===== config.mk =====
export PLATFORM = sky130hd
export DESIGN_NAME = llc_req_sequencer
export DESIGN_NICKNAME = d
export VERILOG_FILES = /design/src/rtl/llc_pkg.sv /design/src/rtl/llc_req_fifo.sv /design/src/rtl/llc_req_sequencer.sv
export SDC_FILE = /design/constraint.sdc
export NUM_CORES = 1
export LEC_CHECK = 0
export ABC_AREA = 1
export CAP_MARGIN = 20
export CELL_PAD_IN_SITES_DETAIL_PLACEMENT = 0
export CELL_PAD_IN_SITES_GLOBAL_PLACEMENT = 1
export CORE_UTILIZATION = 44
export CTS_BUF_LIST = sky130_fd_sc_hd__clkbuf_4 sky130_fd_sc_hd__clkbuf_8 sky130_fd_sc_hd__clkbuf_16
export CTS_CLUSTER_DIAMETER = 200
export DETAILED_ROUTE_END_ITERATION = 6
export HOLD_SLACK_MARGIN = 0.05
export PLACE_DENSITY_LB_ADDON = 0.1
export SLEW_MARGIN = 20
export SYNTH_ARGS = -nofsm -noshare
export SYNTH_HDL_FRONTEND = slang
export SYNTH_HIERARCHICAL = 1
export SYNTH_SLANG_ARGS = --single-unit

===== constraint.sdc =====
create_clock -name clk -period 4.3 [get_ports clk]
set_clock_uncertainty 0.05 [all_clocks]
set_input_delay 0.86 -clock clk [delete_from_list [all_inputs] [get_ports clk]]
set_output_delay 0.86 -clock clk [all_outputs]
set_load 0.02 [all_outputs]

===== src/rtl/llc_pkg.sv =====
// Shared types for the LLC request front-end: command codes,
// sequencer states and command legality helpers.
package llc_pkg;

    localparam int CMD_W = 4;

    typedef enum logic [CMD_W-1:0] {
        RD_L1D   = 4'd0,
        WR_L1D   = 4'd1,
        RD_L1I   = 4'd2,
        SNP_INV  = 4'd3,
        SNP_RD   = 4'd4,
        SNP_WR   = 4'd5,
        SNP_RWIM = 4'd6,
        CLR      = 4'd8,
        PRINT    = 4'd9
    } cmd_t;

    typedef enum logic [1:0] {
        IDLE  = 2'd0,
        ISSUE = 2'd1,
        WAIT  = 2'd2
    } seq_state_t;

    function automatic logic is_l1_cmd(input logic [CMD_W-1:0] c);
        logic ok;
        case (c)
            RD_L1D, WR_L1D, RD_L1I, CLR, PRINT: ok = 1'b1;
            default:                            ok = 1'b0;
        endcase
        return ok;
    endfunction

    function automatic logic is_snp_cmd(input logic [CMD_W-1:0] c);
        logic ok;
        case (c)
            SNP_INV, SNP_RD, SNP_WR, SNP_RWIM: ok = 1'b1;
            default:                           ok = 1'b0;
        endcase
        return ok;
    endfunction

    // Clear/print must never overtake a snoop already held.
    function automatic logic is_ordered_cmd(input logic [CMD_W-1:0] c);
        return (c == CLR) || (c == PRINT);
    endfunction

endpackage


===== src/rtl/llc_req_fifo.sv =====
// Synchronous FIFO with extra-MSB pointers; no pass-through,
// so a full FIFO refuses a push even on the edge it pops.
module llc_req_fifo #(
    parameter int WIDTH = 36,
    parameter int DEPTH = 4
) (
    input  logic                       clk,
    input  logic                       rst_n,
    input  logic                       push,
    input  logic [WIDTH-1:0]           wdata,
    input  logic                       pop,
    output logic [WIDTH-1:0]           rdata,
    output logic                       full,
    output logic                       empty,
    output logic [$clog2(DEPTH+1)-1:0] count
);

    localparam int AW = $clog2(DEPTH);
    localparam int CW = $clog2(DEPTH + 1);

    logic [WIDTH-1:0] r_mem [DEPTH];
    logic [AW:0]      r_wptr;
    logic [AW:0]      r_rptr;
    logic             w_do_push;
    logic             w_do_pop;

    assign full  = (r_wptr[AW] != r_rptr[AW]) &&
                   (r_wptr[AW-1:0] == r_rptr[AW-1:0]);
    assign empty = (r_wptr == r_rptr);
    assign count = CW'(r_wptr - r_rptr);
    assign rdata = r_mem[r_rptr[AW-1:0]];

    assign w_do_push = push && !full;
    assign w_do_pop  = pop && !empty;

    always_ff @(posedge clk) begin
        if (w_do_push) begin
            r_mem[r_wptr[AW-1:0]] <= wdata;
        end
    end

    always_ff @(posedge clk or negedge rst_n) begin
        if (!rst_n) begin
            r_wptr <= '0;
            r_rptr <= '0;
        end else begin
            if (w_do_push) begin
                r_wptr <= r_wptr + 1'b1;
            end
            if (w_do_pop) begin
                r_rptr <= r_rptr + 1'b1;
            end
        end
    end

endmodule


===== src/rtl/llc_req_sequencer.sv =====
// Front-end scheduler for the LLC: arbitrates snoops against buffered
// L1 requests and keeps exactly one command in flight at a time.
module llc_req_sequencer
    import llc_pkg::*;
#(
    parameter int ADDR_BITS    = 32,
    parameter int CMDSIZE      = 4,
    parameter int L1_DEPTH     = 4,
    parameter int STARVE_LIMIT = 3
) (
    input  logic                          clk,
    input  logic                          rst_n,
    input  logic                          l1_valid,
    output logic                          l1_ready,
    input  logic [CMDSIZE-1:0]            l1_cmd,
    input  logic [ADDR_BITS-1:0]          l1_addr,
    input  logic                          snp_valid,
    output logic                          snp_ready,
    input  logic [CMDSIZE-1:0]            snp_cmd,
    input  logic [ADDR_BITS-1:0]          snp_addr,
    output logic                          llc_valid,
    input  logic                          llc_ready,
    output logic [CMDSIZE-1:0]            llc_cmd,
    output logic [ADDR_BITS-1:0]          llc_addr,
    input  logic                          llc_done,
    output logic                          grant_snp,
    output logic                          busy,
    output logic [$clog2(L1_DEPTH+1)-1:0] l1_count,
    output logic                          err_illegal
);

    localparam int PW = CMDSIZE + ADDR_BITS;
    localparam int CW = $clog2(L1_DEPTH + 1);
    localparam int SW = $clog2(STARVE_LIMIT + 1);
    localparam logic [SW-1:0] STARVE_MAX = SW'(STARVE_LIMIT);

    seq_state_t           r_state;
    logic                 r_llc_valid;
    logic [CMDSIZE-1:0]   r_llc_cmd;
    logic [ADDR_BITS-1:0] r_llc_addr;
    logic                 r_grant_snp;
    logic                 r_busy;
    logic                 r_err;
    logic [SW-1:0]        r_starve_cnt;

    logic                 r_snp_held;
    logic [CMDSIZE-1:0]   r_snp_cmd;
    logic [ADDR_BITS-1:0] r_snp_addr;

    logic                 w_full;
    logic                 w_empty;
    logic [CW-1:0]        w_count;
    logic [PW-1:0]        w_head;
    logic [CMDSIZE-1:0]   w_head_cmd;
    logic [ADDR_BITS-1:0] w_head_addr;

    logic                 w_l1_hs;
    logic                 w_l1_legal;
    logic                 w_fifo_push;
    logic                 w_snp_hs;
    logic                 w_snp_legal;

    logic                 w_starved;
    logic                 w_pick_l1;
    logic                 w_grant;
    logic                 w_grant_l1;
    logic                 w_grant_snp;

    assign w_l1_hs     = l1_valid && !w_full;
    assign w_l1_legal  = is_l1_cmd(l1_cmd);
    assign w_fifo_push = w_l1_hs && w_l1_legal;

    assign w_snp_hs    = snp_valid && !r_snp_held;
    assign w_snp_legal = is_snp_cmd(snp_cmd);

    llc_req_fifo #(
        .WIDTH (PW),
        .DEPTH (L1_DEPTH)
    ) u_fifo (
        .clk   (clk),
        .rst_n (rst_n),
        .push  (w_fifo_push),
        .wdata ({l1_cmd, l1_addr}),
        .pop   (w_grant_l1),
        .rdata (w_head),
        .full  (w_full),
        .empty (w_empty),
        .count (w_count)
    );

    assign w_head_cmd  = w_head[PW-1:ADDR_BITS];
    assign w_head_addr = w_head[ADDR_BITS-1:0];

    // L1 wins only when forced by starvation, and never for an
    // ordered command while a snoop is held.
    assign w_starved   = (r_starve_cnt == STARVE_MAX) && !w_empty;
    assign w_pick_l1   = !w_empty &&
                         (!r_snp_held ||
                          (w_starved && !is_ordered_cmd(w_head_cmd)));
    assign w_grant     = (r_state == IDLE) && (r_snp_held || !w_empty);
    assign w_grant_l1  = w_grant && w_pick_l1;
    assign w_grant_snp = w_grant && !w_pick_l1;

    always_ff @(posedge clk or negedge rst_n) begin
        if (!rst_n) begin
            r_snp_held <= 1'b0;
            r_snp_cmd  <= '0;
            r_snp_addr <= '0;
        end else if (w_grant_snp) begin
            r_snp_held <= 1'b0;
        end else if (w_snp_hs && w_snp_legal) begin
            r_snp_held <= 1'b1;
            r_snp_cmd  <= snp_cmd;
            r_snp_addr <= snp_addr;
        end
    end

    always_ff @(posedge clk or negedge rst_n) begin
        if (!rst_n) begin
            r_err <= 1'b0;
        end else begin
            r_err <= (w_l1_hs && !w_l1_legal) ||
                     (w_snp_hs && !w_snp_legal);
        end
    end

    always_ff @(posedge clk or negedge rst_n) begin
        if (!rst_n) begin
            r_starve_cnt <= '0;
        end else if (w_empty || w_grant_l1) begin
            r_starve_cnt <= '0;
        end else if (w_grant_snp && (r_starve_cnt != STARVE_MAX)) begin
            r_starve_cnt <= r_starve_cnt + 1'b1;
        end
    end

    always_ff @(posedge clk or negedge rst_n) begin
        if (!rst_n) begin
            r_state     <= IDLE;
            r_llc_valid <= 1'b0;
            r_llc_cmd   <= '0;
            r_llc_addr  <= '0;
            r_grant_snp <= 1'b0;
            r_busy      <= 1'b0;
        end else begin
            unique case (r_state)
                IDLE: begin
                    if (w_grant) begin
                        r_state     <= ISSUE;
                        r_llc_valid <= 1'b1;
                        r_busy      <= 1'b1;
                        r_grant_snp <= !w_pick_l1;
                        r_llc_cmd   <= w_pick_l1 ? w_head_cmd : r_snp_cmd;
                        r_llc_addr  <= w_pick_l1 ? w_head_addr : r_snp_addr;
                    end
                end
                ISSUE: begin
                    if (llc_ready) begin
                        r_state     <= WAIT;
                        r_llc_valid <= 1'b0;
                    end
                end
                WAIT: begin
                    if (llc_done) begin
                        r_state <= IDLE;
                        r_busy  <= 1'b0;
                    end
                end
                default: begin
                    r_state     <= IDLE;
                    r_llc_valid <= 1'b0;
                    r_busy      <= 1'b0;
                end
            endcase
        end
    end

    assign l1_ready    = !w_full;
    assign snp_ready   = !r_snp_held;
    assign llc_valid   = r_llc_valid;
    assign llc_cmd     = r_llc_cmd;
    assign llc_addr    = r_llc_addr;
    assign grant_snp   = r_grant_snp;
    assign busy        = r_busy;
    assign l1_count    = w_count;
    assign err_illegal = r_err;

endmodule

[Yosys cells after proc, flatten, opt, wreduce, memory -nomap -nowiden]
Memory sizes are Yosys's and may differ from the RTL's.
Index checks and enable logic that the tools add are counted.
Storage, ports and cells
  bits in writable memories: 144
  word-level logic and storage cells: 99
  memories kept: 1
  flip-flop bits (word level): 87
  input port bits: 78
Memories
  u_fifo.r_mem: words 4, width 36, read ports 1, clocked after Yosys merged registers in 0, write ports 1, RTL line llc_req_fifo.sv:21  | logic [WIDTH-1:0] r_mem [DEPTH];
Cells by class
  add/sub/neg operators: 4
  bitwise gates (word level): 3
  reductions and logical operators: 39
  muxes and demuxes: 19
  eq/ne operators: 20
Operator list (number)
  $mux 32: 1
  $eq 4x4->1 const B: 4
  $logic_and 1x1->1: 16
  $eq 4x3->1 const B: 3
  $mux 2: 5
  $mux 1: 9
  $reduce_and 3->1: 3
  $eq 4x2->1 const B: 2
  $ne 2x2->1 const B: 4
  $logic_not 1->1: 7
  $add 3x1->3 const B: 2
  $pmux 1 s3: 2
  $pmux 2 s3: 1
  $logic_or 1x1->1: 5
  $reduce_or 5->1: 1
  $eq 2x2->1 const B: 2
  $eq 4x1->1 const B: 1
  $logic_not 4->1: 1
  $mux 4: 1
  $reduce_and 2->1: 2
  $reduce_bool 2->1: 2
  $reduce_or 4->1: 1
  $eq 3x3->1: 1
  $not 1->1: 3
  6 further kinds: 6

[Longest topological paths before layout]
An unclocked memory read counts as a cell.
  word-level depth: 12
  mapped depth: 15

[Modules after synthesis]
Netlist, hierarchy kept.
Modules (own cells, without submodules)
  llc_req_fifo: area an instance 5849.4 sq um, seq. area each 4474.3 sq um, instances 1, cells each 410
  llc_req_sequencer: area an instance 3488.3 sq um, seq. area each 2026.9 sq um, instances 1, cells each 417

[Worst setup path after synthesis]
OpenSTA, ideal clock, no wires.
  path kind: register -> register
  start point: register u_fifo.r_rptr[1]
  end point: memory u_fifo.r_mem[0][0], enable pin
  library setup time: 0.429 ns
  stages on the path, launching flop included: 13
  setup slack: 0.468 ns
  buffers on the path: 1
  required time: 3.821 ns
  arrival time: 3.353 ns
  path through: dfrtp_1 clkinv_2 buf_2 ha_1 nand2_1 inv_1 nand3_4 inv_1 inv_1 nand2_1 nor2_1 nand2_4 nor2_1
On the way
  cells in the longest elaborated chain, start to end: 8
RTL lines
  start: declaration: RTL line llc_req_fifo.sv:23  | logic [AW:0] r_rptr;
  start signal: assignment: RTL line llc_req_fifo.sv:51  | r_rptr <= r_rptr + 1'b1;
  $eq 2x2->1: RTL line llc_req_fifo.sv:28  | (r_wptr[AW-1:0] == r_rptr[AW-1:0]);
  $logic_and 1x1->1: RTL line llc_req_fifo.sv:27  | assign full = (r_wptr[AW] != r_rptr[AW]) &&
  net w_full: RTL line llc_req_sequencer.sv:50  | logic w_full;
  $logic_not 1->1
  net l1_ready: RTL line llc_req_sequencer.sv:14  | output logic l1_ready,
  $logic_and 1x1->1: RTL line llc_req_sequencer.sv:69  | assign w_l1_hs = l1_valid && !w_full;
  $logic_and 1x1->1: RTL line llc_req_sequencer.sv:71  | assign w_fifo_push = w_l1_hs && w_l1_legal;
  net w_fifo_push: RTL line llc_req_sequencer.sv:59  | logic w_fifo_push;
  $logic_and 1x1->1: RTL line llc_req_fifo.sv:33  | assign w_do_push = push && !full;
  $mux 1: RTL line llc_req_fifo.sv:37  | if (w_do_push) begin
  $mux 1 (implied by the code): RTL line llc_req_fifo.sv:38  | r_mem[r_wptr[AW-1:0]] <= wdata;
  end: declaration: RTL line llc_req_fifo.sv:21
The timed path passes the listed nets, and every way through them passes these cells.

[Worst setup path in the final report]
  start point: register u_fifo.r_rptr[0]
  end point: output port l1_count[2]
On the way
  cells in the longest elaborated chain, start to end: 1
RTL lines
  $sub 3x3->3: RTL line llc_req_fifo.sv:30  | assign count = CW'(r_wptr - r_rptr);
  end: declaration: RTL line llc_req_sequencer.sv:28  | output logic [$clog2(L1_DEPTH+1)-1:0] l1_count,
No other way between the ends.

==> summary.txt <==
Outcome
  • Status: finished clean

Yosys
  • Synth top area share: 46.3%
  • Seq/Total Area, Yosys: 69.6%
  • Post-Syn Instances: between 800 and 900
  • #FFs+latches synth: 231
  • Syn Std Cell Area: 0.00934 mm^2
  • Area leader, netlist: edfxtp_1
  • Synth area leaders: edfxtp_1, dfrtp_1, nand2_1
  • Post-Syn Nets: between 900 and 1000
  • Syn avg cell area: 11.3 um^2
  • Synth cell types: 34
  • Yosys warnings: 6

Setup path
  • Critical path type: flip-flop to primary output
  • CP required: 3.39 ns
  • Worst R2R End: u_fifo/r_mem[0][13]
  • R2R cell count: 12
  • Worst EP arrival: 2.85 ns
  • Critical Path Source Type: flip-flop
  • Type of destination of the critical path: primary output
  • FF-to-FF Start: u_fifo/r_rptr[1]
  • Slack of the worst reg-to-reg path: around 1.0 ns
  • Critical Path Start: u_fifo/r_rptr[0]
  • Worst Path Max Fanout: 35

Placed design
  • Post-Place Cells: ~1200
  • IO Port Bufs: between 100 and 150
  • DP Area: between 0.01 and 0.015 mm^2
  • DP Worst Slack: approximately 1.0 ns
  • Placer Congestion: 0.831
  • Hpwl dp: between 10000 and 15000 um

Timing
  • Final Setup Violations: 0
  • Final Cycle Share: 87.4%
  • Fmax: between 0.2 and 0.3 GHz
  • Fin. Hold Viols: 0
  • Slew headroom: between 40% and 50%
  • Tightest Pin Transition: approximately 0.82 ns
  • Final Worst Setup Slack: 0.540 ns
  • RSZ-0062 raised after global routing: no
  • Pins Over Slew Limit: 0
  • WHS: 0.339 ns
  • Final min period: 3.76 ns
  • Setup TNS: 0 ns

Floorplan
  • Core area: 0.0205 mm^2
  • Die width: 148 um
  • Die Y-Extent: 148 um
  • Starting density of the core: 45.6%
  • Die Footprint: 0.0218 mm^2
  • Row cnt: 52
  • IO Count: 123

Layout
  • Share of layout cells above drive strength 1: 7.49%
  • Final instance area: 0.0116 mm^2
  • Antenna cell count: 0
  • Non-Filler Instances: approximately 1200
  • Area grow syn2layout: 24.0%
  • Fillers: roughly 1700
  • # nets final: around 1000

Global routing
  • Total global routing overflow: 0
  • Grt met3 use: about 3.1%
  • First-pass GRT wire length: 34200 um
  • Grt met2 use: 30.0%
  • Antenna violations before repair: 0
  • Total track usage: 20.4%
  • Busiest grt layer: met1
  • Vias in the first global route: 6063
  • Largest net degree at the start of global routing: 88
  • Met1 usage: 31.8%

Detailed routing
  • Drt total wl: approximately 22000 um
  • Vias/cell: 5.16
  • Via count: 6348
  • DRC violations left: 0
  • DR WL/cell: 17.6 um
  • 1st-iter DRT viols: approximately 440
  • Routed Antenna Nets: 0
  • Drt pass-1 iters: 5

Pwr
  • Switching part of the total: approximately two fifths
  • NetSw: 0.00322 W
  • Leak: approximately 4.6 nW
  • Comb power frac: approximately 37%
  • Sequential share of power: 37.6%
  • Internal power: between 0.005 and 0.006 W
  • Clock share of power: ~25%
  • Power per cell area: approximately 730 mW/mm^2
  • Peak VDD IR: 0.503 mV

CTS
  • Setup Fix Bufs, Post-CTS: 0
  • Worst-Skew Late Latency: 0.53 ns
  • Worst-path clk slew: roughly 0.06 ns
  • H-tree Lvls: 1
  • Hold buffers post-CTS: 0
  • Clk buf depth: 3
  • PostCTS Resize Cnt: 0
  • Clock tree from TritonCTS: done
  • Clock sink count: between 200 and 250
  • Root buffer cell: clkbuf_16
  • CTS Buf Count: 25

Job
  • Max-cap viol count: 0

Worst hold path
  • Worst Hold Class: primary input to async pin
==> worst max-delay path by stage <==
stage               slack, ns            endpoint
floorplan                0.47  u_fifo/r_mem[0][0]
CTS                      0.49         l1_count[2]
finish                   0.54         l1_count[2]
global route             0.37            l1_ready
detailed placement       1.01  u_fifo/r_mem[3][9]
global placement         1.04         l1_count[2]
==> power groups by stage <==
stage,Combinational [W],Clock (W),Sequential (W)
6_report,0.00315,0.00213,0.00317
5_1_grt,0.00348,0.00227,0.00323
4_1_cts,0.00318,0.00217,0.00318
3_5_place_dp,0.00316,0,0.00321
3_3_place_gp,0.00311,0,0.00321
2_1_floorplan,0.00198,0,0.00330
==> Yosys cell counts <==
cell        n
nand2_1   215
edfxtp_1  144
dfrtp_1    87
nand3_1    84
nor2_1     81
o21ai_0    51
o22ai_1    36
o21ai_1    26
inv_1      23
buf_2      16
buf_4      10
buf_6       8
ha_1        8
inv_2       6
a21oi_1     4
clkbuf_1    4
clkbuf_4    3
xor2_1      3
buf_1       2
nand2_2     2
a21oi_2     1
clkbuf_2    1
clkinv_1    1
clkinv_2    1
fa_1        1
inv_6       1
nand2_4     1
nand3_2     1
nand3_4     1
nand3b_1    1
nand4_1     1
nor2_8      1
nor3_1      1
o211ai_1    1
==> cell families after synthesis <==
group | count (synthesis) | share of synthesized area (%)
adders and majority gates | 9 | 1.29
and+or+nand+nor | 389 | 17.4
DFF | 231 | 69.6
buffers and inverters | 76 | 4.52
xor gates and xnor gates | 3 | 0.281
AOI/OAI and AO/OA | 119 | 6.93
==> layout by cell type (no fill, tap or decap), types with 25 or more instances in the layout <==
cell             count
clkbuf_16           25
clkdlybuf4s50_1    121
dfrtp_1             86
edfxtp_1           144
nand2_1            215
nand3_1             84
nor2_1              77
o21ai_0             51
o21ai_1             26
o22ai_1             36
==> worst max-delay path, cell delays in order, from the launching register on <==
cell	delay, ns
dfrtp_2	0.81
ha_1	0.27
inv_1	0.05
fa_1	0.37
xor2_1	0.20
clkdlybuf4s50_1	0.63
==> flip-flops by register name, summed over array words and instances (netlist names) <==
name,flops
u_fifo/r_mem,144
llc_addr,32
r_snp_addr,32
llc_cmd,4
r_snp_cmd,4
u_fifo/r_rptr,3
u_fifo/r_wptr,3
r_starve_cnt,2
r_state,2
busy,1
err_illegal,1
grant_snp,1
llc_valid,1
r_snp_held,1
==> area by class of cell <==
type                    count  area [um^2]  area share [%]
repair buffers            132         1330            11.5
well taps                 270          338            2.92
flip-flops and latches    231         6500            56.2
clock inverters            18          176            1.52
multi-input cells         520         2450            21.2
clock buffers              28          654            5.65
inverters                  32          126            1.09
==> layer usage <==
metal | wire, um | part of all wire (%)
met1 | 10500 | 49
met2 | 9570 | 44
met3 | 1280 | 5.9
met4 | 274 | 1.3
met5 | 0 | 0
==> per-stage QoR <==
step	utilization (%)	total power, W
after floorplan	-	0.00528
after global placement	52.3	0.00632
after global routing	56.5	0.00898
after CTS	56.3	0.00853
final	56.5	0.00845
after detailed placement	52.3	0.00637
Power figures use the tool's default switching activity.
